$ cat config.mk
export PLATFORM = sky130hd
export DESIGN_NAME = addsub_pipe
export DESIGN_NICKNAME = d
export VERILOG_FILES = /design/src/rtl/addsub_pipe.sv
export SDC_FILE = /design/constraint.sdc
export NUM_CORES = 1
export LEC_CHECK = 0
export ABC_AREA = 1
export CORE_MARGIN = 5
export CORE_UTILIZATION = 54
export DETAILED_ROUTE_END_ITERATION = 16
export PLACE_DENSITY = 0.8
export RECOVER_POWER = 100
export SKIP_CTS_REPAIR_TIMING = 1
export SLEW_MARGIN = 20
export SYNTH_ARGS = -nofsm -noshare
export SYNTH_HDL_FRONTEND = slang
export SYNTH_SLANG_ARGS = --single-unit
$ cat constraint.sdc
create_clock -name clk -period 3.4 [get_ports clk]
set_input_delay 0.34 -clock clk [delete_from_list [all_inputs] [get_ports clk]]
set_output_delay 0.34 -clock clk [all_outputs]
set_load 0.005 [all_outputs]
$ cat src/rtl/addsub_pipe.sv
// Pipelined two's-complement add/subtract: carry chain split into SEGS registered segments.
// Optional macro ADDSUB_SAT_EN clamps the result to the signed extreme on overflow.
module addsub_pipe #(
    parameter int WIDTH = 21,
    parameter int SEGS  = 3
) (
    input  logic             clk,
    input  logic             reset,
    input  logic             en,
    input  logic             in_valid,
    input  logic             mode,
    input  logic [WIDTH-1:0] in1,
    input  logic [WIDTH-1:0] in2,
    output logic             out_valid,
    output logic [WIDTH-1:0] out,
    output logic             cout,
    output logic             ovf
);

    localparam int SW = WIDTH / SEGS;

    // Subtract folds into an add: in2 + ~in1 + 1.
    logic [WIDTH-1:0] opb;
    logic             cin;
    assign opb = mode ? in1 : ~in1;
    assign cin = ~mode;

    // vld_in[k] is the valid bit presented to stage k; the last pipe bit is out_valid.
    logic [SEGS-1:0] vld_pipe_q, vld_pipe_d;
    logic [SEGS-1:0] vld_in;

    if (SEGS == 1) begin : g_vin_single
        assign vld_in = in_valid;
    end else begin : g_vin_multi
        assign vld_in = {vld_pipe_q[SEGS-2:0], in_valid};
    end

    always_comb begin
        vld_pipe_d = vld_pipe_q;
        if (en) vld_pipe_d = vld_in;
        else    vld_pipe_d[SEGS-1] = 1'b0;
    end

    always_ff @(posedge clk or posedge reset) begin
        if (reset) vld_pipe_q <= '0;
        else       vld_pipe_q <= vld_pipe_d;
    end

    // Intermediate stages: each keeps the finished low result segments and the
    // operand segments still waiting for their turn in the carry chain.
    for (genvar k = 0; k < SEGS - 1; k++) begin : g_stg
        localparam int LW  = (k + 1) * SW;
        localparam int HW  = WIDTH - LW;
        localparam int PHW = HW + SW;

        logic [SW:0]   seg_sum;
        logic [LW-1:0] res_q, res_d;
        logic [HW-1:0] a_q, a_d, b_q, b_d;
        logic          c_q, c_d, m_q, m_d, s2_q, s2_d, s1_q, s1_d;

        if (k == 0) begin : g_head
            assign seg_sum = {1'b0, in2[SW-1:0]} + {1'b0, opb[SW-1:0]} + {{SW{1'b0}}, cin};

            always_comb begin
                res_d = res_q;
                a_d   = a_q;
                b_d   = b_q;
                c_d   = c_q;
                m_d   = m_q;
                s2_d  = s2_q;
                s1_d  = s1_q;
                if (en) begin
                    res_d = seg_sum[SW-1:0];
                    a_d   = in2[WIDTH-1:SW];
                    b_d   = opb[WIDTH-1:SW];
                    c_d   = seg_sum[SW];
                    m_d   = mode;
                    s2_d  = in2[WIDTH-1];
                    s1_d  = in1[WIDTH-1];
                end
            end
        end else begin : g_body
            assign seg_sum = {1'b0, g_stg[k-1].a_q[SW-1:0]} + {1'b0, g_stg[k-1].b_q[SW-1:0]}
                           + {{SW{1'b0}}, g_stg[k-1].c_q};

            always_comb begin
                res_d = res_q;
                a_d   = a_q;
                b_d   = b_q;
                c_d   = c_q;
                m_d   = m_q;
                s2_d  = s2_q;
                s1_d  = s1_q;
                if (en) begin
                    res_d = {seg_sum[SW-1:0], g_stg[k-1].res_q};
                    a_d   = g_stg[k-1].a_q[PHW-1:SW];
                    b_d   = g_stg[k-1].b_q[PHW-1:SW];
                    c_d   = seg_sum[SW];
                    m_d   = g_stg[k-1].m_q;
                    s2_d  = g_stg[k-1].s2_q;
                    s1_d  = g_stg[k-1].s1_q;
                end
            end
        end

        always_ff @(posedge clk or posedge reset) begin
            if (reset) begin
                res_q <= '0;
                a_q   <= '0;
                b_q   <= '0;
                c_q   <= 1'b0;
                m_q   <= 1'b0;
                s2_q  <= 1'b0;
                s1_q  <= 1'b0;
            end else begin
                res_q <= res_d;
                a_q   <= a_d;
                b_q   <= b_d;
                c_q   <= c_d;
                m_q   <= m_d;
                s2_q  <= s2_d;
                s1_q  <= s1_d;
            end
        end
    end

    // Last segment: its sum goes straight into the output registers.
    logic [WIDTH-1:0] raw;
    logic             raw_c, fin_m, fin_s2, fin_s1;

    if (SEGS == 1) begin : g_fin_single
        logic [WIDTH:0] full;
        assign full   = {1'b0, in2} + {1'b0, opb} + {{WIDTH{1'b0}}, cin};
        assign raw    = full[WIDTH-1:0];
        assign raw_c  = full[WIDTH];
        assign fin_m  = mode;
        assign fin_s2 = in2[WIDTH-1];
        assign fin_s1 = in1[WIDTH-1];
    end else begin : g_fin_tail
        logic [SW:0] top;
        assign top    = {1'b0, g_stg[SEGS-2].a_q} + {1'b0, g_stg[SEGS-2].b_q}
                      + {{SW{1'b0}}, g_stg[SEGS-2].c_q};
        assign raw    = {top[SW-1:0], g_stg[SEGS-2].res_q};
        assign raw_c  = top[SW];
        assign fin_m  = g_stg[SEGS-2].m_q;
        assign fin_s2 = g_stg[SEGS-2].s2_q;
        assign fin_s1 = g_stg[SEGS-2].s1_q;
    end

    logic raw_ovf;
    assign raw_ovf = fin_m ? ((fin_s2 == fin_s1) && (raw[WIDTH-1] != fin_s2))
                           : ((fin_s2 != fin_s1) && (raw[WIDTH-1] != fin_s2));

    logic [WIDTH-1:0] out_q, out_d;
    logic             cout_q, cout_d, ovf_q, ovf_d;

    always_comb begin
        out_d  = out_q;
        cout_d = cout_q;
        ovf_d  = ovf_q;
        if (en && vld_in[SEGS-1]) begin
            cout_d = raw_c;
            ovf_d  = raw_ovf;
`ifdef ADDSUB_SAT_EN
            // A wrapped-negative sign means the true result overflowed upward.
            if (raw_ovf)
                out_d = raw[WIDTH-1] ? {1'b0, {(WIDTH-1){1'b1}}} : {1'b1, {(WIDTH-1){1'b0}}};
            else
                out_d = raw;
`else
            out_d = raw;
`endif
        end
    end

    always_ff @(posedge clk or posedge reset) begin
        if (reset) begin
            out_q  <= '0;
            cout_q <= 1'b0;
            ovf_q  <= 1'b0;
        end else begin
            out_q  <= out_d;
            cout_q <= cout_d;
            ovf_q  <= ovf_d;
        end
    end

    assign out_valid = vld_pipe_q[SEGS-1];
    assign out       = out_q;
    assign cout      = cout_q;
    assign ovf       = ovf_q;

endmodule

==> results of run 1 <==
[state kept, by name, indices dropped and copies added, names as in the netlist]
| register | flops |
|---|---|
| g_stg.b_q | 21 |
| ovf | 1 |
| out | 21 |
| g_stg.a_q | 21 |
| fin_m | 1 |
| g_stg.res_q | 21 |
| cout | 1 |
| fin_s1 | 1 |
| g_stg.s1_q | 1 |
| g_stg.c_q | 2 |
| vld_pipe_q | 3 |
| g_stg.m_q | 1 |
[final cells by class]
| type | instances | area, um^2 |
|---|---|---|
| Clock buffer | 13 | 179 |
| Clock inverter | 3 | 25.0 |
| Fill cell | 686 | 2710 |
| Inverter | 54 | 205 |
| Multi-Input combinational cell | 351 | 1900 |
| Sequential cell | 95 | 2380 |
| Tap cell | 105 | 131 |
| Timing Repair Buffer | 73 | 729 |
[per-stage QoR]
stage	setup WS, ps	hold slack (ps)	power [mW]	instances	utilization, %
floorplan	583	442	1.93	522	-
finish	1300	328	2.98	694	67.2
global route	1020	372	3.19	694	67.2
global placement	1110	456	2.27	678	64.7
CTS	1430	266	3.04	694	67.2
detailed placement	1060	463	2.31	678	64.7
[tightest hold or removal path: stages]
cell and delay, ps:
clkbuf_1 160, nand2_1 90, o21ai_0 70
[power by group through the flow]
stage          Clock (mW)  Sequential (mW)  Combinational, mW
2_1_floorplan           0             1.47              0.460
3_3_place_gp            0             1.48              0.793
3_5_place_dp            0             1.49              0.820
4_1_cts             0.749             1.46              0.825
5_1_grt             0.795             1.49              0.899
6_report            0.742             1.46              0.777
[cell families (layout without fill, tap and decap cells)]
| group | count (synthesis) | in the layout | share of synthesized area, % |
|---|---|---|---|
| flip-flops | 95 | 95 | 51.8 |
| adder cells (fa/ha/maj) | 23 | 23 | 7.08 |
| buffers and inverters | 76 | 143 | 6.78 |
| AO/OA/AOI/OAI | 91 | 91 | 10.4 |
| XOR/XNOR | 26 | 26 | 4.96 |
| AND/OR/NAND/NOR | 211 | 211 | 19.0 |
[layer usage]
metal / GRT usage (%) / vias up / wire, um / share of wire, %
met2: 28.7 / 80 / 4060 / 45
met4: 6.36 / 0 / 104 / 1.2
li1: - / 1791 / - / -
met3: 2.66 / 11 / 424 / 4.7
met1: 27.8 / 1618 / 4380 / 49
met5: 0 / - / 0 / 0
[placed cells by master, fill, tap and decap left out]
cell,n
or2_4,1
nand3b_1,1
clkbuf_8,13
o21ai_0,69
dfrtp_1,95
nand2_1,166
clkinvlp_2,1
buf_12,1
o21ai_2,1
a21o_1,1
buf_4,2
a21oi_2,1
clkbuf_1,1
or2_2,2
nor2_1,11
xor2_1,20
inv_2,1
inv_1,51
dlygate4sd3_1,26
clkinvlp_4,1
a21oi_1,13
a211oi_1,3
xnor2_1,6
fa_1,5
nand3_2,3
a31oi_1,3
clkinv_2,1
ha_1,18
clkinv_4,2
nand3_1,17
nand4_1,10
clkdlybuf4s50_1,43
[final timing paths]
check	startpoint	to	slack, ps	cells past startpoint
min reg2reg	vld_pipe_q[0]	vld_pipe_q[1]	480	2
min	en	g_stg[1].a_q[6]	330	3
max in group asynchronous	reset	g_stg[1].res_q[10]	1440	3
max reg2reg	vld_pipe_q[1]	ovf	1410	6
max	mode	g_stg[0].res_q[3]	1300	8
min in group asynchronous	reset	out[0]	990	2
==> flow_metrics.tcl, run 1 <==
set metrics [dict create \
    status "complete, but fails checks" \
    failed_checks "capacitance limit, slew limit" \
    cp_cell_sequence "dlygate4sd3_1 -> xor2_1 -> inv_1 -> ha_1 -> nand2_1 -> o21ai_0 -> o21ai_0 -> o21ai_0" \
    initial_core_util_pct 55.6 \
    worstMarginPinSlew_ps 2110 \
    synth_area_mm2 0.00459 \
    worstPathRequired_ps 3670 \
    cts_root_buffer "clkbuf_8" \
    ioPinCount 71 \
    synthTopCellsByArea "dfrtp_1 (52%), nand2_1 (13%), o21ai_0 (7.2%)" \
    diodes 0 \
    dp_hpwl_um 6480 \
    cts_inserted_buffers 9 \
    area_growth_pct 20.8 \
    synth_enable_flop_cells 0 \
    nets 654 \
    synth_area_leader_cell "dfrtp_1" \
    fin_skew_ps 9.95 \
    fin_tns_setup_ps 0 \
    drive_gt1_share_pct 5.09 \
    critical-path-top-delay-family "buffers and inverters" \
    cp_slowest_stage_delay_ps 780 \
    gr-total-overflow 0 \
    fmax_ghz 0.477 \
    yosys_warnings 0 \
    yosysSeqAreaShare_pct 51.8 \
    setup_viol 0 \
    synth_most_common_cell "nand2_1" \
    num_vias 3500 \
    final-hold-violation-count 0 \
    grt_pass1_wl_um 15800 \
    ant_nets 0 \
    grt_pass1_vias 3449 \
    ctsHtreeMaxLevel 3 \
    die_h_um 102 \
    core_area_mm2 0.00826 \
    portBuffers 70 \
    seqPwrFrac_pct 49.0 \
    gp_congestion 0.800 \
    design_area_mm2 0.00555 \
    place_area_mm2 0.00535 \
    ys_ff_latch 95 \
    rows 33 \
    vdd_ir_drop_max_v 0.000252 \
    relSlewSlack_pct -41.4 \
    cts_tree "done" \
    synth_top_area_share_pct 51.8 \
    powerDensity_mw_per_mm2 537 \
    drt_pass1_iterations 4 \
    clk-insertion-delay-late_ps 360 \
    maxCapViolCount 1 \
    intPower_mw 2.07 \
    antenna_found_initial 0 \
    wl_um 8960 \
    synthArstFlopShare_pct 100 \
    path_class "primary input to register" \
    cp_max_fo 7 \
    cts.sinks 95 \
    die-area_mm2 0.0104 \
    fin_crit_ps 2100 \
    wl_per_cell_um 12.9 \
    slowest_stage "dlygate4sd3_1" \
    leakagePower_nw 2.78 \
    ys_top_cells_by_count "nand2_1 (165), dfrtp_1 (95), o21ai_0 (66)" \
    critPathBufInv 2 \
    worst_setup_path_start_kind "primary input" \
    fp.dieW_um 102 \
    synthCells 522 \
    drc 0 \
    clockBufferDepth 2 \
    rsz0062_at_grt "no" \
    clockPowerShare_pct 24.9 \
    via_per_inst 5.04 \
    path_clk_slew_ps 90 \
    combPwrFrac_pct 26.1 \
    synth.net_count 592 \
    cp_data_arrival_time_ps 2370 \
    ys.flop_type "dfrtp_1" \
    slew_violations 48 \
    grtUsageTotal_pct 18.8 \
    cpMostUsedCell "o21ai_0" \
    switchingPower_uw 906 \
    switching_share_pct 30.4 \
    drtIter0Drc 178 \
    min_path_type "primary input to register" \
    avgSynthCellArea_um2 8.80 \
    period_share_pct 61.6 \
    critPathCaptureType "register" \
    synth.distinct_cells 27 \
    grt_max_degree 77 \
]
(Power assumes the default switching activity.)
==> inputs of run 2 (changes only) <==
==> constraint.sdc (replaced) <==
create_clock -name clk -period 2.1 [get_ports clk]
set_input_delay 0.21 -clock clk [delete_from_list [all_inputs] [get_ports clk]]
set_output_delay 0.21 -clock clk [all_outputs]
set_load 0.005 [all_outputs]
==> flow_metrics.tcl, run 2 (synthesized netlist as in run 1, its figures left out) <==
set metrics [dict create \
    fp.dieW_um 102 \
    seqPwrFrac_pct 47.5 \
    combPwrFrac_pct 25.5 \
    cp_slowest_stage_delay_ps 450 \
    leakagePower_nw 2.81 \
    initial_core_util_pct 55.6 \
    cts_root_buffer "clkbuf_8" \
    cpMostUsedCell "o21ai_0" \
    period_share_pct 90.4 \
    via_per_inst 5.04 \
    wl_per_cell_um 13.3 \
    worstPathRequired_ps 2370 \
    maxCapViolCount 0 \
    drive_gt1_share_pct 5.36 \
    area_growth_pct 21.7 \
    fin_crit_ps 1900 \
    path_class "primary input to register" \
    cts_inserted_buffers 9 \
    grt_max_degree 45 \
    fin_util_pct 67.7 \
    core_area_mm2 0.00826 \
    design_area_mm2 0.00559 \
    fin_skew_ps 10.9 \
    fmax_ghz 0.527 \
    vdd_ir_drop_max_v 0.000367 \
    layout_common_cells "nand2_1 (166), dfrtp_1 (95), o21ai_0 (68)" \
    drtIter0Drc 163 \
    gr-total-overflow 0 \
    portBuffers 70 \
    worst_setup_path_start_kind "primary input" \
    die_h_um 102 \
    cts.sinks 95 \
    relSlewSlack_pct 27.7 \
    cts_tree "done" \
    die-area_mm2 0.0104 \
    drc 0 \
    dp_hpwl_um 6850 \
    clk-insertion-delay-late_ps 350 \
    critPathCaptureType "register" \
    final_common_cell "nand2_1" \
    placed_cells 687 \
    worstMarginPinSlew_ps 1080 \
    cp_data_arrival_time_ps 2170 \
    powerDensity_mw_per_mm2 893 \
    switchingPower_mw 1.46 \
    num_vias 3540 \
    ioPinCount 71 \
    drt_pass1_iterations 4 \
    rsz0062_at_grt "no" \
    intPower_mw 3.54 \
    cp_cell_sequence "clkdlybuf4s50_1 -> clkbuf_2 -> xor2_1 -> inv_1 -> ha_1 -> nand2_1 -> o21ai_0 -> o21ai_0 -> o21ai_0" \
    setup_viol 0 \
    stdcell_count 702 \
    cp_max_fo 8 \
    min_path_type "primary input to register" \
    gp_congestion 0.825 \
    place_area_mm2 0.00544 \
    setup_ws_ps 202 \
    switching_share_pct 29.2 \
    path_clk_slew_ps 90 \
    grt_pass1_wl_um 15900 \
    ctsHtreeMaxLevel 3 \
    slowest_stage "clkdlybuf4s50_1" \
    wl_um 9340 \
    pre_cts_ws_ps -31.4 \
    critPathBufInv 3 \
    slew_violations 0 \
    grt_pass1_vias 3449 \
    status "completed" \
    clockPowerShare_pct 27.1 \
    nets 663 \
    diodes 0 \
    grtUsageTotal_pct 19.2 \
    rows 33 \
    final-hold-violation-count 0 \
    ant_nets 0 \
    antenna_found_initial 0 \
    critical-path-top-delay-family "buffers and inverters" \
    clockBufferDepth 2 \
]
[run 2: changes by cell type in the layout (fill, tap and decap cells not counted), sizes merged]
cell / change
clkbuf: +5
buf: +2
bufinv: +2
clkinv: -2
inv: +2
clkdlybuf4s50: +1
clkinvlp: -1
dlygate4sd3: -1
[run 2: cell type report]
cell class / count / area [um^2]
multi-input combinational: 351 / 1890
tap: 105 / 131
timing repair buffer: 82 / 761
clock buffer: 11 / 151
sequential: 95 / 2380
fill: 695 / 2670
clock inverter: 4 / 77.6
inverter: 54 / 204
[run 2: final timing paths]
check | start | to | slack [ps] | depth (start not counted)
worst max-delay path | mode | g_stg[0].res_q[3] | 200 | 9
max in group asynchronous | reset | g_stg[1].res_q[11] | 410 | 3
worst min register to register | g_stg[1].res_q[10] | out[10] | 470 | 2
worst min-delay path | en | vld_pipe_q[1] | 330 | 4
min in group asynchronous | reset | out[5] | 430 | 2
worst max register to register | g_stg[0].c_q | g_stg[1].res_q[11] | 240 | 9
[run 2: per-layer routing]
metal | share of wire, % | track usage, %
met2 | 48 | 29.6
met5 | 0 | 0
met3 | 4.4 | 4.30
met4 | 0.94 | 5.45
met1 | 47 | 27.6
[run 2: worst register-to-register path: cells and delay by family, from the launching register on]
family                   cells  cell delay [ps]
AND/OR/NAND/NOR              2              160
adder cells (fa/ha/maj)      2              580
AO/OA/AOI/OAI                3              420
flip-flops                   1              400
buffers and inverters        2              190
[run 2: power by group through the flow]
stage                     sequential [mW]  clock, mW  combinational (mW)
final                                2.37       1.35                1.27
after global routing                 2.42       1.46                1.45
after CTS                            2.38       1.38                1.37
after detailed placement             2.41          0                1.36
after global placement               2.39          0                1.32
after floorplan                      2.38          0               0.746
[run 2: per-stage QoR]
| step | hold slack [ps] | TNS (ps) | power (mW) |
|---|---|---|---|
| floorplan | 327 | 0 | 3.13 |
| global placement | 455 | 0 | 3.71 |
| detailed placement | 459 | -51.5 | 3.77 |
| CTS | 231 | 0 | 5.13 |
| global route | 337 | 0 | 5.33 |
| finish | 333 | 0 | 4.99 |
==> inputs of run 3 (changes only) <==
--- a/config.mk
+++ b/config.mk
@@ -9,7 +9,7 @@
 export CORE_MARGIN = 5
 export CORE_UTILIZATION = 54
 export DETAILED_ROUTE_END_ITERATION = 16
-export PLACE_DENSITY = 0.8
+export PLACE_DENSITY_LB_ADDON = 0.15
 export RECOVER_POWER = 100
 export SKIP_CTS_REPAIR_TIMING = 1
 export SLEW_MARGIN = 20
==> flow_metrics.tcl, run 3 (synthesized netlist as in run 1, its figures left out) <==
set metrics [dict create \
    status "completed" \
    design_area_mm2 0.00555 \
    wl_um 8910 \
    worstMarginPinSlew_ps 1230 \
    layout_common_cells "nand2_1 (166), dfrtp_1 (95), o21ai_0 (68)" \
    via_per_inst 5.01 \
    final_common_cell "nand2_1" \
    area_growth_pct 20.9 \
    rows 33 \
    cts_inserted_buffers 9 \
    min_path_type "primary input to register" \
    cp_slowest_stage_delay_ps 390 \
    cts_root_buffer "clkbuf_8" \
    dp_hpwl_um 6530 \
    fmax_ghz 0.543 \
    slew_violations 0 \
    setup_ws_ps 258 \
    worst_setup_path_start_kind "register" \
    gr-total-overflow 0 \
    rsz0062_at_grt "no" \
    drt_pass1_iterations 4 \
    nets 661 \
    die_h_um 102 \
    cp_max_fo 4 \
    fill_cells 680 \
    antenna_found_initial 0 \
    leakagePower_nw 2.78 \
    pre_cts_ws_ps -5.39 \
    ioPinCount 71 \
    fin_util_pct 67.2 \
    num_vias 3510 \
    fin_crit_ps 1840 \
    fp.dieW_um 102 \
    die-area_mm2 0.0104 \
    powerDensity_mw_per_mm2 860 \
    r2r-start "g_stg[0].c_q" \
    worstPathRequired_ps 2340 \
    drc 0 \
    slowest_stage "dfrtp_1" \
    drive_gt1_share_pct 5.37 \
    grt_max_degree 96 \
    hold_start "en" \
    ctsHtreeMaxLevel 3 \
    cts_tree "done" \
    finalHoldWorstSlack_ps 368 \
    total_power_mw 4.77 \
    cts.sinks 95 \
    grtUsageTotal_pct 18.6 \
    reg2reg_depth 9 \
    grt_pass1_wl_um 15600 \
    cp_cell_sequence "fa_1 -> inv_1 -> fa_1 -> inv_1 -> a21oi_1 -> o21ai_0 -> nand2_1 -> nand2_1 -> o21ai_0" \
    core_area_mm2 0.00826 \
    ant_nets 0 \
    drtIter0Drc 173 \
    critPathCaptureType "register" \
    cp_data_arrival_time_ps 2080 \
    relSlewSlack_pct 17.8 \
    portBuffers 70 \
    whs_path_depth 4 \
    diodes 0 \
    path_clk_slew_ps 100 \
    clockBufferDepth 2 \
    initial_core_util_pct 55.6 \
    fin_skew_ps 9.78 \
    clk-insertion-delay-late_ps 360 \
    path_class "register to register" \
    r2r_end "g_stg[1].res_q[11]" \
    maxCapViolCount 0 \
    ff2ff_setup_slack_ps 260 \
    final-hold-violation-count 0 \
    gp_congestion 0.843 \
    grt_pass1_vias 3395 \
    vdd_ir_drop_max_v 0.000380 \
    setup_viol 0 \
    period_share_pct 87.7 \
    place_area_mm2 0.00540 \
    whs_endpoint "g_stg[0].a_q[8]" \
    wl_per_cell_um 12.7 \
]
## run 3: cell types whose count changed in the layout (fill, tap and decap cells not counted), moves of 2 or more
cell,previous run,this run
clkbuf_2,4,1
bufinv_16,2,0
inv_8,0,2
clkdlybuf4s50_1,44,42
dlygate4sd3_1,25,27
clkbuf_8,11,9
## run 3: worst max-delay path by stage
stage	startpoint	slack, ps	endpoint
floorplan	mode	430	g_stg[0].res_q[6]
global placement	mode	70	g_stg[0].res_q[6]
detailed placement	mode	-5	g_stg[0].c_q
CTS	g_stg[1].a_q[0]	200	ovf
global route	g_stg[0].c_q	40	g_stg[1].res_q[11]
finish	g_stg[0].c_q	260	g_stg[1].res_q[11]
## run 3: routing by layer
layer	share of wire, %	vias up	GRT usage (%)
li1	-	1814	-
met1	49	1593	27.9
met2	44	93	28.0
met3	5.8	10	3.41
met4	1.1	0	5.35
met5	0	-	0
## run 3: critical path, delay by kind of cell, from the launching register on
kind                     cells  cell delay [ps]
AO/OA/AOI/OAI                3              390
adder cells (fa/ha/maj)      2              600
AND/OR/NAND/NOR              2              140
flip-flops                   1              390
buffers and inverters        2              190
## run 3: power breakdown
group | internal (mW) | switching (mW) | leakage, nW
logic | 0.619 | 0.643 | 1.52
registers | 2.18 | 0.184 | 1.17
clock network | 0.458 | 0.691 | 0.0980
## run 3: metrics by stage
step | instances | TNS, ps
floorplan | 522 | 0
global placement | 685 | 0
detailed placement | 685 | -9.09
CTS | 701 | 0
global route | 701 | 0
finish | 701 | 0
## run 3: layout make-up
cell class	count	area [um^2]	share of cell area, %
well taps	105	131	2.37
repair buffers	80	756	13.6
flip-flops and latches	95	2380	42.8
inverters	54	206	3.72
clock inverters	7	62.6	1.13
multi-input cells	351	1890	34.1
clock buffers	9	124	2.23
